<file path="src/rtl/reset_sequencer_pkg.sv">
// reset_sequencer_pkg: shared state encoding, widths and helpers for the reset sequencer
package reset_sequencer_pkg;
  localparam int FDW = 4;
  localparam int MAX_DOMAINS = 16;
  typedef enum logic [2:0] {
    S_IDLE,
    S_RELEASE_WAIT,
    S_GAP,
    S_RUN,
    S_SHUTDOWN,
    S_FAULT
  } state_t;
  function automatic logic [FDW-1:0] lowest_low(input logic [MAX_DOMAINS-1:0] v);
    logic [FDW-1:0] r;
    r = '0;
    for (int i = MAX_DOMAINS - 1; i >= 0; i--) if (!v[i]) r = FDW'(i);
    return r;
  endfunction
endpackage

</file>
<file path="src/rtl/reset_sequencer_timer.sv">
// seq_timer: loadable down-counter that holds at zero, shared by ack timeout and stagger
module seq_timer #(
  parameter int W = 7
) (
  input  logic         clk,
  input  logic         reset_n,
  input  logic         load,
  input  logic [W-1:0] load_val,
  input  logic         dec,
  output logic [W-1:0] count,
  output logic         zero
);
  always_ff @(posedge clk or negedge reset_n) begin
    if (!reset_n) count <= '0;
    else if (load) count <= load_val;
    else if (dec && count != '0) count <= count - W'(1);
  end
  assign zero = count == '0;
endmodule

</file>
<file path="src/rtl/reset_sequencer.sv">
// reset_sequencer: ordered domain reset release with ack timeout, stagger, supervision and shutdown
module reset_sequencer
  import reset_sequencer_pkg::*;
#(
  parameter int NUM_DOMAINS    = 4,
  parameter int STAGGER_CYCLES = 16,
  parameter int ACK_TIMEOUT    = 64
) (
  input  logic                   clk,
  input  logic                   reset_n,
  input  logic                   start,
  input  logic                   sw_reset_req,
  input  logic [NUM_DOMAINS-1:0] domain_ready,
  output logic [NUM_DOMAINS-1:0] domain_reset_n,
  output logic                   all_ready,
  output logic                   busy,
  output logic                   fault,
  output logic [FDW-1:0]         fault_domain
);
  localparam int MAXC = ACK_TIMEOUT > STAGGER_CYCLES ? ACK_TIMEOUT : STAGGER_CYCLES;
  localparam int CW = $clog2(MAXC + 1);
  localparam int IW = NUM_DOMAINS > 1 ? $clog2(NUM_DOMAINS) : 1;
  localparam logic [IW-1:0] LAST = IW'(NUM_DOMAINS - 1);
  state_t state, state_nx;
  logic [IW-1:0] idx, idx_nx;
  logic [NUM_DOMAINS-1:0] drn_nx;
  logic fault_nx;
  logic [FDW-1:0] fdom_nx;
  logic load, dec, zero, abort;
  logic [CW-1:0] load_val, count;
  logic [MAX_DOMAINS-1:0] rdy_pad;
  seq_timer #(.W(CW)) u_timer (
    .clk(clk),
    .reset_n(reset_n),
    .load(load),
    .load_val(load_val),
    .dec(dec),
    .count(count),
    .zero(zero)
  );
  assign abort = !start || sw_reset_req;
  always_comb begin
    state_nx = state;
    idx_nx = idx;
    drn_nx = domain_reset_n;
    fault_nx = fault;
    fdom_nx = fault_domain;
    load = 1'b0;
    load_val = '0;
    dec = 1'b0;
    rdy_pad = '1;
    rdy_pad[NUM_DOMAINS-1:0] = domain_ready;
    case (state)
      S_IDLE: begin
        idx_nx = '0;
        if (start) begin
          drn_nx[0] = 1'b1;
          load = 1'b1;
          load_val = CW'(ACK_TIMEOUT);
          state_nx = S_RELEASE_WAIT;
        end
      end
      S_RELEASE_WAIT: begin
        if (abort) begin
          drn_nx = '0;
          idx_nx = '0;
          state_nx = S_IDLE;
        end else if (domain_ready[idx]) begin
          state_nx = idx == LAST ? S_RUN : S_GAP;
          load = idx != LAST;
          load_val = CW'(STAGGER_CYCLES - 1);
        end else if (count <= CW'(1)) begin
          // this edge would take the counter to zero: the ack window has expired
          drn_nx = '0;
          fault_nx = 1'b1;
          fdom_nx = FDW'(idx);
          state_nx = S_FAULT;
        end else dec = 1'b1;
      end
      S_GAP: begin
        if (abort) begin
          drn_nx = '0;
          idx_nx = '0;
          state_nx = S_IDLE;
        end else if (zero) begin
          idx_nx = idx + IW'(1);
          drn_nx[idx+IW'(1)] = 1'b1;
          load = 1'b1;
          load_val = CW'(ACK_TIMEOUT);
          state_nx = S_RELEASE_WAIT;
        end else dec = 1'b1;
      end
      S_RUN: begin
        if (abort) begin
          drn_nx[LAST] = 1'b0;
          state_nx = S_SHUTDOWN;
        end else if (!(&domain_ready)) begin
          drn_nx = '0;
          fault_nx = 1'b1;
          fdom_nx = lowest_low(rdy_pad);
          state_nx = S_FAULT;
        end
      end
      S_SHUTDOWN: begin
        // idx tracks the bit cleared on the previous edge
        if (idx == '0) state_nx = S_IDLE;
        else begin
          idx_nx = idx - IW'(1);
          drn_nx[idx-IW'(1)] = 1'b0;
        end
      end
      S_FAULT: begin
        drn_nx = '0;
        if (sw_reset_req) begin
          fault_nx = 1'b0;
          idx_nx = '0;
          state_nx = S_IDLE;
        end
      end
      default: begin
        drn_nx = '0;
        idx_nx = '0;
        state_nx = S_IDLE;
      end
    endcase
  end
  always_ff @(posedge clk or negedge reset_n) begin
    if (!reset_n) begin
      state <= S_IDLE;
      idx <= '0;
      domain_reset_n <= '0;
      all_ready <= 1'b0;
      busy <= 1'b0;
      fault <= 1'b0;
      fault_domain <= '0;
    end else begin
      state <= state_nx;
      idx <= idx_nx;
      domain_reset_n <= drn_nx;
      all_ready <= state_nx == S_RUN;
      busy <= state_nx inside {S_RELEASE_WAIT, S_GAP, S_SHUTDOWN};
      fault <= fault_nx;
      fault_domain <= fdom_nx;
    end
  end
endmodule

</file>
<file path="config.mk">
export PLATFORM = sky130hd
export DESIGN_NAME = reset_sequencer
export DESIGN_NICKNAME = d
export VERILOG_FILES = /design/src/rtl/reset_sequencer_pkg.sv /design/src/rtl/reset_sequencer_timer.sv /design/src/rtl/reset_sequencer.sv
export SDC_FILE = /design/constraint.sdc
export NUM_CORES = 1
export LEC_CHECK = 0
export ABC_AREA = 1
export CAP_MARGIN = 25
export CORE_ASPECT_RATIO = 1.5
export CORE_MARGIN = 2
export CORE_UTILIZATION = 40
export CTS_BUF_LIST = sky130_fd_sc_hd__clkbuf_2
export CTS_CLUSTER_DIAMETER = 60
export DETAILED_ROUTE_END_ITERATION = 6
export GPL_ROUTABILITY_DRIVEN = 0
export PLACE_DENSITY = 0.71
export SLEW_MARGIN = 20
export SYNTH_ARGS = -nofsm -noshare
export SYNTH_HDL_FRONTEND = slang
export SYNTH_SLANG_ARGS = --single-unit
</file>
<file path="constraint.sdc">
create_clock -name clk -period 2.2 [get_ports clk]
set_clock_uncertainty 0.15 [all_clocks]
set_input_delay 0.66 -clock clk [delete_from_list [all_inputs] [get_ports clk]]
set_output_delay 0.66 -clock clk [all_outputs]
set_load 0.05 [all_outputs]
</file>
# Yosys cells after proc, flatten, opt, wreduce, memory -nomap -nowiden
# Index checks and enable logic that the tools add are counted.
# Widths: inputs -> output; s select.
[word_totals]
out_inout_bits = 11
romBits = 0
mem_count = 0
ram_bits = 0
latch_bits = 0
wordCells = 141
inputBits = 8
reg_bits = 23
[op_classes]
n_shift = 0
multipliers = 0
n_addsub = 3
muxes = 73
bitwise = 5
magnitude_cmp = 6
n_eq_ne = 24
reduce_logical = 20
n_div = 0
[op_table]
columns = ["cell", "n"]
rows = [
  ["$mux 4", 17],
  ["$mux 7", 5],
  ["$mux 3", 11],
  ["$mux 1", 22],
  ["$pmux 7 s3", 1],
  ["$reduce_and 7->1", 3],
  ["$ne 2x2->1 const B", 10],
  ["$pmux 3 s6", 1],
  ["$pmux 3 s5", 1],
  ["$eq 3x2->1 const B", 4],
  ["$mux 2", 6],
  ["$reduce_and 6->1", 2],
  ["$pmux 2 s5", 1],
  ["$eq 3x3->1 const B", 3],
  ["$lt 2x3->1 const B", 3],
  ["$ne 3x3->1 const B", 3],
  ["$pmux 4 s2", 1],
  ["$le 7x1->1 const B", 1],
  ["$logic_not 7->1", 1],
  ["$reduce_bool 7->1", 1],
  ["$sub 7x1->7 const B", 1],
  ["$eq 3x1->1 const B", 2],
  ["$pmux 1 s3", 2],
  ["$reduce_bool 3->1", 2],
  ["other kinds (21)", 27],
]

# Longest topological paths before layout
# Gate-level depths: netlist of the first run.
[logic_depth]
ltp_word = 9
mapped_depth = 12
depth_no_buf = 12

# Modules after synthesis
# From an unflattened synthesis of the first run, not the netlist that was laid out.
[hier_totals]
hier_cells = 244
area_unflattened_um2 = 1619.1
[modules_own_cells]
columns = ["module", "seq_area_each_um2", "area_per_inst_um2", "n_inst", "cells_per_inst"]
rows = [
  ["reset_sequencer", 350.3, 1133.6, 1, 169],
  ["seq_timer", 175.2, 485.5, 1, 75],
]

# Worst setup path before layout of the first run
# OpenSTA, ideal clock, no wires.
[synth_timing]
kind = "input to register"
from = "input sw_reset_req"
to = "register u_timer.count[6]"
setup_ps = 116
arrival_ps = 1508
stages = 11
required_time_ps = 1934
path_slack_ps = 426
path_buffers = 0
path_cell_list = "inv_1 -> nand2_2 -> inv_1 -> nand2_1 -> inv_2 -> nand2_2 -> nor2_4 -> nor2_4 -> nand2_4 -> nand2_1 -> nand2_1"
[synth_via]
elab_chain_len = 5
word_cells_on_any_way = 12
classes_between = "9 x mux; 3 x reduce/logical"
[synth_rtl]
columns = ["item", "line_no", "source"]
rows = [
  ["start, declared", "reset_sequencer.sv:12", "input logic sw_reset_req,"],
  ["$logic_or 1x1->1 *", "reset_sequencer.sv:41", "assign abort = !start || sw_reset_req;"],
  ["$mux 1, on equally long branches", "reset_sequencer.sv:81, reset_sequencer.sv:64", ""],
  ["$pmux 1 s2", "reset_sequencer.sv:53", "case (state)"],
  ["$logic_and 1x1->1", "reset_sequencer_timer.sv:16", "else if (dec && count != '0) count <= count - W'(1);"],
  ["$reduce_bool 2->1 (no source line)", "-", ""],
  ["end signal, assigned", "reset_sequencer_timer.sv:15", "else if (load) count <= load_val;"],
  ["end signal, assigned", "reset_sequencer_timer.sv:16", ""],
  ["end, declared", "reset_sequencer_timer.sv:10", "output logic [W-1:0] count,"],
]
# Mark *: on every way between the ends. The rest lies on a longest branch, timed or not.
# A chain may end at the register's enable or synchronous reset.

# Worst setup path after layout of the first run
[layout_timing]
from = "input sw_reset_req"
to = "register u_timer.count[3]"
# The elaborated chain is that of the path after synthesis.

==> impl_metrics.tcl, run 1 <==
set metrics [dict create \
    p_switching_mw 0.954 \
    synth_compound_area_share_pct 11.1 \
    maxSlewViolCount 0 \
    worstSetupEndpointType "flip-flop" \
    cp_max_fo 10 \
    final_net_count 286 \
    highest_signal_layer_in_the_routed_design "met4" \
    proportion_of_power_drawn_by_flip_flops_and_latches_pct 31.8 \
    placement_rows 28 \
    timing.hold.worst.start "fault" \
    critical_path.reg2reg.startpoint "idx[0]" \
    cts_hold_buf 0 \
    die_width_um 56.7 \
    clock_tree.buffer_depth 2 \
    cp_common_cell "sky130_fd_sc_hd__nand2_1" \
    met2WireLength_mm 1.83 \
    clk_root_buffer_cell "sky130_fd_sc_hd__clkbuf_2" \
    placement_stage_worst_setup_slack_ns -0.205 \
    layout_setup_ws_ns 0.187 \
    timing.critical_path.max_delay_family "simple AND/OR/NAND/NOR gates" \
    detail_route.vias_per_cell 4.89 \
    initial_utilization_pct 42.1 \
    final_hold_viol_count 0 \
    finalWirelength_mm 3.52 \
    outcome "finished, final reports clean" \
    fillers 425 \
    hold_depth 2 \
    critical_path_buf_inv_count 4 \
    core_area_um2 3960 \
    worst-endpoint-arrival_ns 2.15 \
    drt_antenna_net_count 0 \
    post_synth_xor_area_fraction_pct 2.10 \
    post_layout_min_period_ns 2.01 \
    combPwrFrac_pct 59.1 \
    clk-insertion-delay-late_ns 0.36 \
    synthesis.area_um2 1670 \
    synth_mux_area_share_pct 0 \
    final_layout_size_suffix_gt1_share_pct 21.0 \
    timing.critical_path.slowest_stage_cell "sky130_fd_sc_hd__clkdlybuf4s50_1" \
    tritoncts "done" \
    grt_max_degree 22 \
    fp.dieH_um 83.1 \
    grt_first_pass_wirelength_mm 6.29 \
    critical_path.cell_chain "clkdlybuf4s50_1 > inv_1 > nand2_2 > inv_1 > nand2_1 > inv_2 > nand2_2 > nor2_4 > nor2_4 > nand2_4 > nand2_1 > nand2_1" \
    post_cts.repair.setup_buffers 0 \
    grt_remaining_overflow 0 \
    wl_met1_mm 1.50 \
    regToRegSetupSlack_ns 0.27 \
    most_area_consuming_cells_after_synthesis "sky130_fd_sc_hd__dfrtp_1 (32%), sky130_fd_sc_hd__nand2_1 (13%), sky130_fd_sc_hd__ha_1 (7.5%)" \
    netlist.top_cell.by_area "sky130_fd_sc_hd__dfrtp_1" \
    clock_pin_transition_on_the_worst_setup_and_hold_timing_paths_ns 0.23 \
    drv.max_cap_violation_count 0 \
    setup_viol 0 \
    synth.ff_latch_count 21 \
    p_total_mw 1.90 \
    criticalPathCategory "input pin to flip-flop" \
    dpl_cell_area_um2 1940 \
    vdd_drop_max_uv 538 \
    drt-initial-drc-count 34 \
    io_pins 19 \
    yosys_warnings 0 \
    remaining_drc_errors 0 \
    timing.critical_path.required_ns 2.34 \
    timing.hold.worst.class "flip-flop to flip-flop" \
    grt.total_usage_pct 16.7 \
    final.period_utilization_pct 91.5 \
    startpoint_type "input pin" \
    cell_internal_pwr_mw 0.942 \
    clockPowerShare_pct 9.2 \
    worstReg2RegEnd "fault_domain[1]" \
    achievable_frequency_mhz 497 \
    cts_resized 0 \
    cellPowerDensity_nw_per_um2 967 \
    routed-via-count 1526 \
    layout-area-overhead-vs-synth_pct 17.6 \
    min_delay_worst_endpoint "fault" \
    cp_launch_point "sw_reset_req" \
    synth_top_area_share_pct 31.5 \
    syn-mean-instance-area_um2 7.07 \
    grt_setup_unrepaired "no" \
    cts_max_level 1 \
    vias_in_the_first_global_route 1513 \
    dp.final_hpwl_mm 2.92 \
    synth_seq_area_share_pct 31.5 \
    post-route-cell-area_um2 1960 \
    numClockSinks 21 \
    detailedRoute.firstPassIterationCount 4 \
    buffer_ports.inserted 16 \
    netlist-cell-type-count 30 \
    fp.dieArea_um2 4710 \
    total_clock_buffers_created_by_cts 3 \
    yosys.area_share.adder_pct 7.50 \
    cpPeakStageDelay_ns 0.48 \
    synthCells 236 \
    synth_top_family_by_area "simple AND/OR/NAND/NOR gates" \
    dr_wl_met3_um 68 \
    totalNegativeSetupSlack_ns 0 \
    power.share.switching_pct 50.3 \
    antenna-diode-count 0 \
    synth-simple-area-share_pct 38.8 \
    antenna_found_initial 0 \
    timing.reg2reg.worst_path_depth 9 \
    finalCoreUtilization_pct 49.5 \
    route.detailed.wl_per_inst_um 11.3 \
    p_leak_nw 1.05 \
]
[metal layers]
| metal | vias to the layer above | global-route usage, % |
|---|---|---|
| met5 | - | 0 |
| met4 | 0 | 8.44 |
| met3 | 10 | 1.87 |
| met2 | 25 | 30.8 |
| met1 | 682 | 18.1 |
| li1 | 809 | - |
[stage by stage]
step	cells	hold WS (ns)
global route	312	0.395
finish	312	0.349
floorplan	237	0.214
detailed placement	308	0.311
global placement	308	0.307
CTS	312	0.355
[cells by family after synthesis]
| logic type | count (synthesis) |
|---|---|
| DFF | 21 |
| xor gates and xnor gates | 4 |
| buffers and inverters | 37 |
| other | 1 |
| and+or+nand+nor | 132 |
| AOI/OAI and AO/OA | 31 |
| adders and majority gates | 10 |
[placed cells by master, fill, tap and decap left out, types with 4 or more instances in the layout]
cell,n
sky130_fd_sc_hd__nor2_2,5
sky130_fd_sc_hd__buf_4,21
sky130_fd_sc_hd__inv_2,6
sky130_fd_sc_hd__clkdlybuf4s50_1,7
sky130_fd_sc_hd__nand3_1,25
sky130_fd_sc_hd__nor2_4,4
sky130_fd_sc_hd__inv_1,29
sky130_fd_sc_hd__nor2_1,22
sky130_fd_sc_hd__ha_1,10
sky130_fd_sc_hd__a21oi_1,5
sky130_fd_sc_hd__dfrtp_1,21
sky130_fd_sc_hd__nand2_1,57
sky130_fd_sc_hd__nand2_2,6
sky130_fd_sc_hd__nand2_4,4
sky130_fd_sc_hd__o21ai_0,16
[registers in the layout (all words and copies together) (netlist names)]
register	cells
u_timer.count	7
domain_reset_n	4
state	3
fault_domain	2
idx	2
all_ready	1
busy	1
fault	1
[cell usage after synthesis, drive strengths merged]
cell,number
a31o,1
ha,10
buf,2
a21oi,6
xnor2,3
nor3b,1
xor2,1
inv,35
o21ai,19
nor3,3
nand2,67
dfrtp,21
nand3,28
o21bai,1
o211ai,1
o311ai,1
nand4,1
nor2,31
conb,1
nand3b,1
a31oi,2
[worst max path at each step]
stage	end	slack, ns	cells after the start
CTS	u_timer.count[6]	0.21	12
global route	fault_domain[1]	0.06	9
floorplan	u_timer.count[6]	0.43	11
global placement	u_timer.count[6]	-0.17	12
detailed placement	u_timer.count[6]	-0.20	12
finish	u_timer.count[3]	0.19	12
[power by group through the flow]
stage	clock network, mW	logic (mW)	registers [mW]
global route	0.196	1.27	0.618
detailed placement	0	1.13	0.609
floorplan	0	0.738	0.719
CTS	0.178	1.14	0.602
finish	0.174	1.12	0.602
global placement	0	1.11	0.610
[area by class of cell]
cell class | count | area (um2) | share of cell area [%]
Tap cell | 45 | 56.3 | 2.87
Timing Repair Buffer | 28 | 228 | 11.6
Inverter | 35 | 131 | 6.70
Clock buffer | 3 | 15.0 | 0.766
Clock inverter | 1 | 5.00 | 0.255
Sequential cell | 21 | 526 | 26.8
Multi-Input combinational cell | 179 | 1000 | 51.0
[worst reg2reg max path, stage by stage (launching register included)]
cell	delay (ns)
sky130_fd_sc_hd__dfrtp_1	0.57
sky130_fd_sc_hd__inv_2	0.14
sky130_fd_sc_hd__nand2_1	0.11
sky130_fd_sc_hd__nand2_1	0.06
sky130_fd_sc_hd__nand2_1	0.06
sky130_fd_sc_hd__nand2_2	0.09
sky130_fd_sc_hd__o21ai_0	0.27
sky130_fd_sc_hd__nand3_1	0.21
sky130_fd_sc_hd__nand2_1	0.10
sky130_fd_sc_hd__o21ai_1	0.07
No activity file was read; power rests on OpenSTA's default activity.
==> inputs of run 2 (changes only) <==
--- a/config.mk
+++ b/config.mk
@@ -14,7 +14,7 @@
 export CTS_CLUSTER_DIAMETER = 60
 export DETAILED_ROUTE_END_ITERATION = 6
 export GPL_ROUTABILITY_DRIVEN = 0
-export PLACE_DENSITY = 0.71
+export PLACE_DENSITY = 0.73
 export SLEW_MARGIN = 20
 export SYNTH_ARGS = -nofsm -noshare
 export SYNTH_HDL_FRONTEND = slang
==> constraint.sdc (replaced) <==
create_clock -name clk -period 1.61 [get_ports clk]
set_clock_uncertainty 0.15 [all_clocks]
set_input_delay 0.483 -clock clk [delete_from_list [all_inputs] [get_ports clk]]
set_output_delay 0.483 -clock clk [all_outputs]
set_load 0.05 [all_outputs]
==> impl_metrics.tcl, run 2 (same netlist as run 1, synthesis figures left out) <==
set metrics [dict create \
    clock_tree.buffer_depth 2 \
    footprint_of_the_multi_input_gates_um2 1200 \
    timing.hold.worst.class "input pin to asynchronous set/reset pin" \
    maxSlewViolCount 0 \
    final_net_count 334 \
    core_area_um2 3960 \
    route.detailed.wl_per_inst_um 13.1 \
    drt-initial-drc-count 48 \
    post_layout_min_period_ns 1.75 \
    achievable_frequency_mhz 571 \
    fp.dieH_um 83.1 \
    dp.final_hpwl_mm 3.33 \
    layout_setup_ws_ns -0.143 \
    criticalPathCategory "flip-flop to flip-flop" \
    cp_max_fo 5 \
    placement_rows 28 \
    vdd_drop_max_uv 957 \
    timing.reg2reg.worst_path_depth 11 \
    die_width_um 56.7 \
    grt.total_usage_pct 20.2 \
    most_used_cells_in_the_layout_excluding_fill_and_tap_cells "sky130_fd_sc_hd__buf_4 (54), sky130_fd_sc_hd__nand2_1 (42), sky130_fd_sc_hd__inv_1 (22), sky130_fd_sc_hd__nand3_1 (20)" \
    layout.area.seq_um2 531 \
    largest_register "u_timer.count" \
    tritoncts "done" \
    layout_top_registers "u_timer.count: 7 flops, domain_reset_n: 4 flops, state: 3 flops" \
    numClockSinks 21 \
    grt_max_degree 22 \
    p_leak_nw 1.36 \
    final_cell_count_no_fill 360 \
    timing.critical_path.required_ns 1.74 \
    worstSetupEndpointType "flip-flop" \
    cts_hold_buf 0 \
    clk_root_buffer_cell "sky130_fd_sc_hd__clkbuf_2" \
    critical_path.cell_chain "inv_2 > ha_4 > nand2_4 > nor2_4 > nand2_2 > nand2_4 > buf_6 > nor2_4 > nand2_4 > nand2_2 > nand2_1" \
    final_hold_viol_count 0 \
    antenna_found_initial 0 \
    buffer_ports.inserted 16 \
    worst-endpoint-arrival_ns 1.88 \
    remaining_drc_errors 0 \
    setup_viol 19 \
    cp_common_cell "sky130_fd_sc_hd__nand2_4" \
    initial_utilization_pct 42.1 \
    clk-insertion-delay-late_ns 0.35 \
    total_clock_buffers_created_by_cts 3 \
    startpoint_type "flip-flop" \
    io_pins 19 \
    largest_register_ff_count 7 \
    cpPeakStageDelay_ns 0.46 \
    grt_setup_unrepaired "yes" \
    grt_first_pass_wirelength_mm 7.71 \
    antenna-diode-count 0 \
    place.detailed.instances 335 \
    finalWirelength_mm 4.71 \
    layout-area-overhead-vs-synth_pct 59.3 \
    vias_in_the_first_global_route 1839 \
    failed_checks "negative setup slack" \
    final.period_utilization_pct 109 \
    cts_max_level 1 \
    fp.dieArea_um2 4710 \
    detail_route.vias_per_cell 5.06 \
    grt_remaining_overflow 0 \
    routed-via-count 1823 \
    drt_antenna_net_count 0 \
    outcome "finished, violations left" \
    fillers 324 \
    detailedRoute.firstPassIterationCount 4 \
    finalCoreUtilization_pct 67.1 \
    cellPowerDensity_nw_per_um2 1400 \
    timing.critical_path.slowest_stage_cell "sky130_fd_sc_hd__dfrtp_2" \
    clock_pin_transition_on_the_worst_setup_and_hold_timing_paths_ns 0.22 \
    final_layout_size_suffix_gt1_share_pct 46.0 \
    layout_commonest_cell "sky130_fd_sc_hd__buf_4" \
    drv.max_cap_violation_count 0 \
]
## run 2: cell types whose count changed in the layout (fill, tap and decap cells not counted), sizes merged
cell	before	now
dlygate4sd2	0	6
nand2	67	68
nor2	31	32
clkdlybuf4s50	7	1
clkbuf	3	4
buf	21	67
clkinv	1	0
## run 2: layout make-up
type | count | share of cell area [%]
multi-input cells | 181 | 45.3
inverters | 35 | 5.13
clock buffers | 4 | 0.754
repair buffers | 74 | 26.8
well taps | 45 | 2.12
flip-flops and latches | 21 | 20.0
## run 2: stage by stage
step	hold slack, ns	setup slack, ns	power, mW	setup TNS, ns	cell area, um2
finish	0.292	-0.143	3.71	-1.47	2660
global route	0.284	-0.195	3.98	-3.08	2660
CTS	0.309	-0.0858	3.49	-1.02	2530
detailed placement	0.370	-0.610	2.91	-10.74	2300
global placement	0.349	-0.559	2.85	-10.32	2300
floorplan	0.0374	-0.0217	2.01	-0.115	1690
## run 2: worst paths after layout
| check | from | endpoint | slack, ns |
|---|---|---|---|
| hold / removal | reset_n | u_timer.count[0] | 0.29 |
| setup reg to reg | u_timer.count[0] | u_timer.count[2] | -0.14 |
| hold reg to reg | fault | fault | 0.42 |
| min in group clk | fault | fault | 0.42 |
| setup / recovery | u_timer.count[0] | u_timer.count[2] | -0.14 |
| max in group asynchronous | reset_n | state[0] | 0.86 |
## run 2: worst max-delay path, delay by kind of cell (launching register included)
family	cells	cell delay [ns]
buffers and inverters	2	0.20
DFF	1	0.46
adders and majority gates	1	0.17
and+or+nand+nor	8	0.70
## run 2: report_power, final
group          switching (mW)  leakage (nW)  total (mW)  internal [mW]
Sequential              0.162         0.272       0.837          0.675
Clock                   0.179        0.0166       0.245         0.0657
Combinational            1.38          1.07        2.63           1.25
## run 2: per-layer routing
| metal | track usage (%) | part of all wire, % |
|---|---|---|
| met5 | 0 | 0 |
| met4 | 8.44 | 2.4 |
| met3 | 2.18 | 2.4 |
| met2 | 37.9 | 56 |
| met1 | 22.0 | 39 |
## run 2: repair_timing
item / CTS / global route
setup endpoints to repair: 25 / 26
gates cloned: 2 / 0
resized for setup: 36 / 34
pin swaps: 17 / 17
setup buffers: 14 / 5
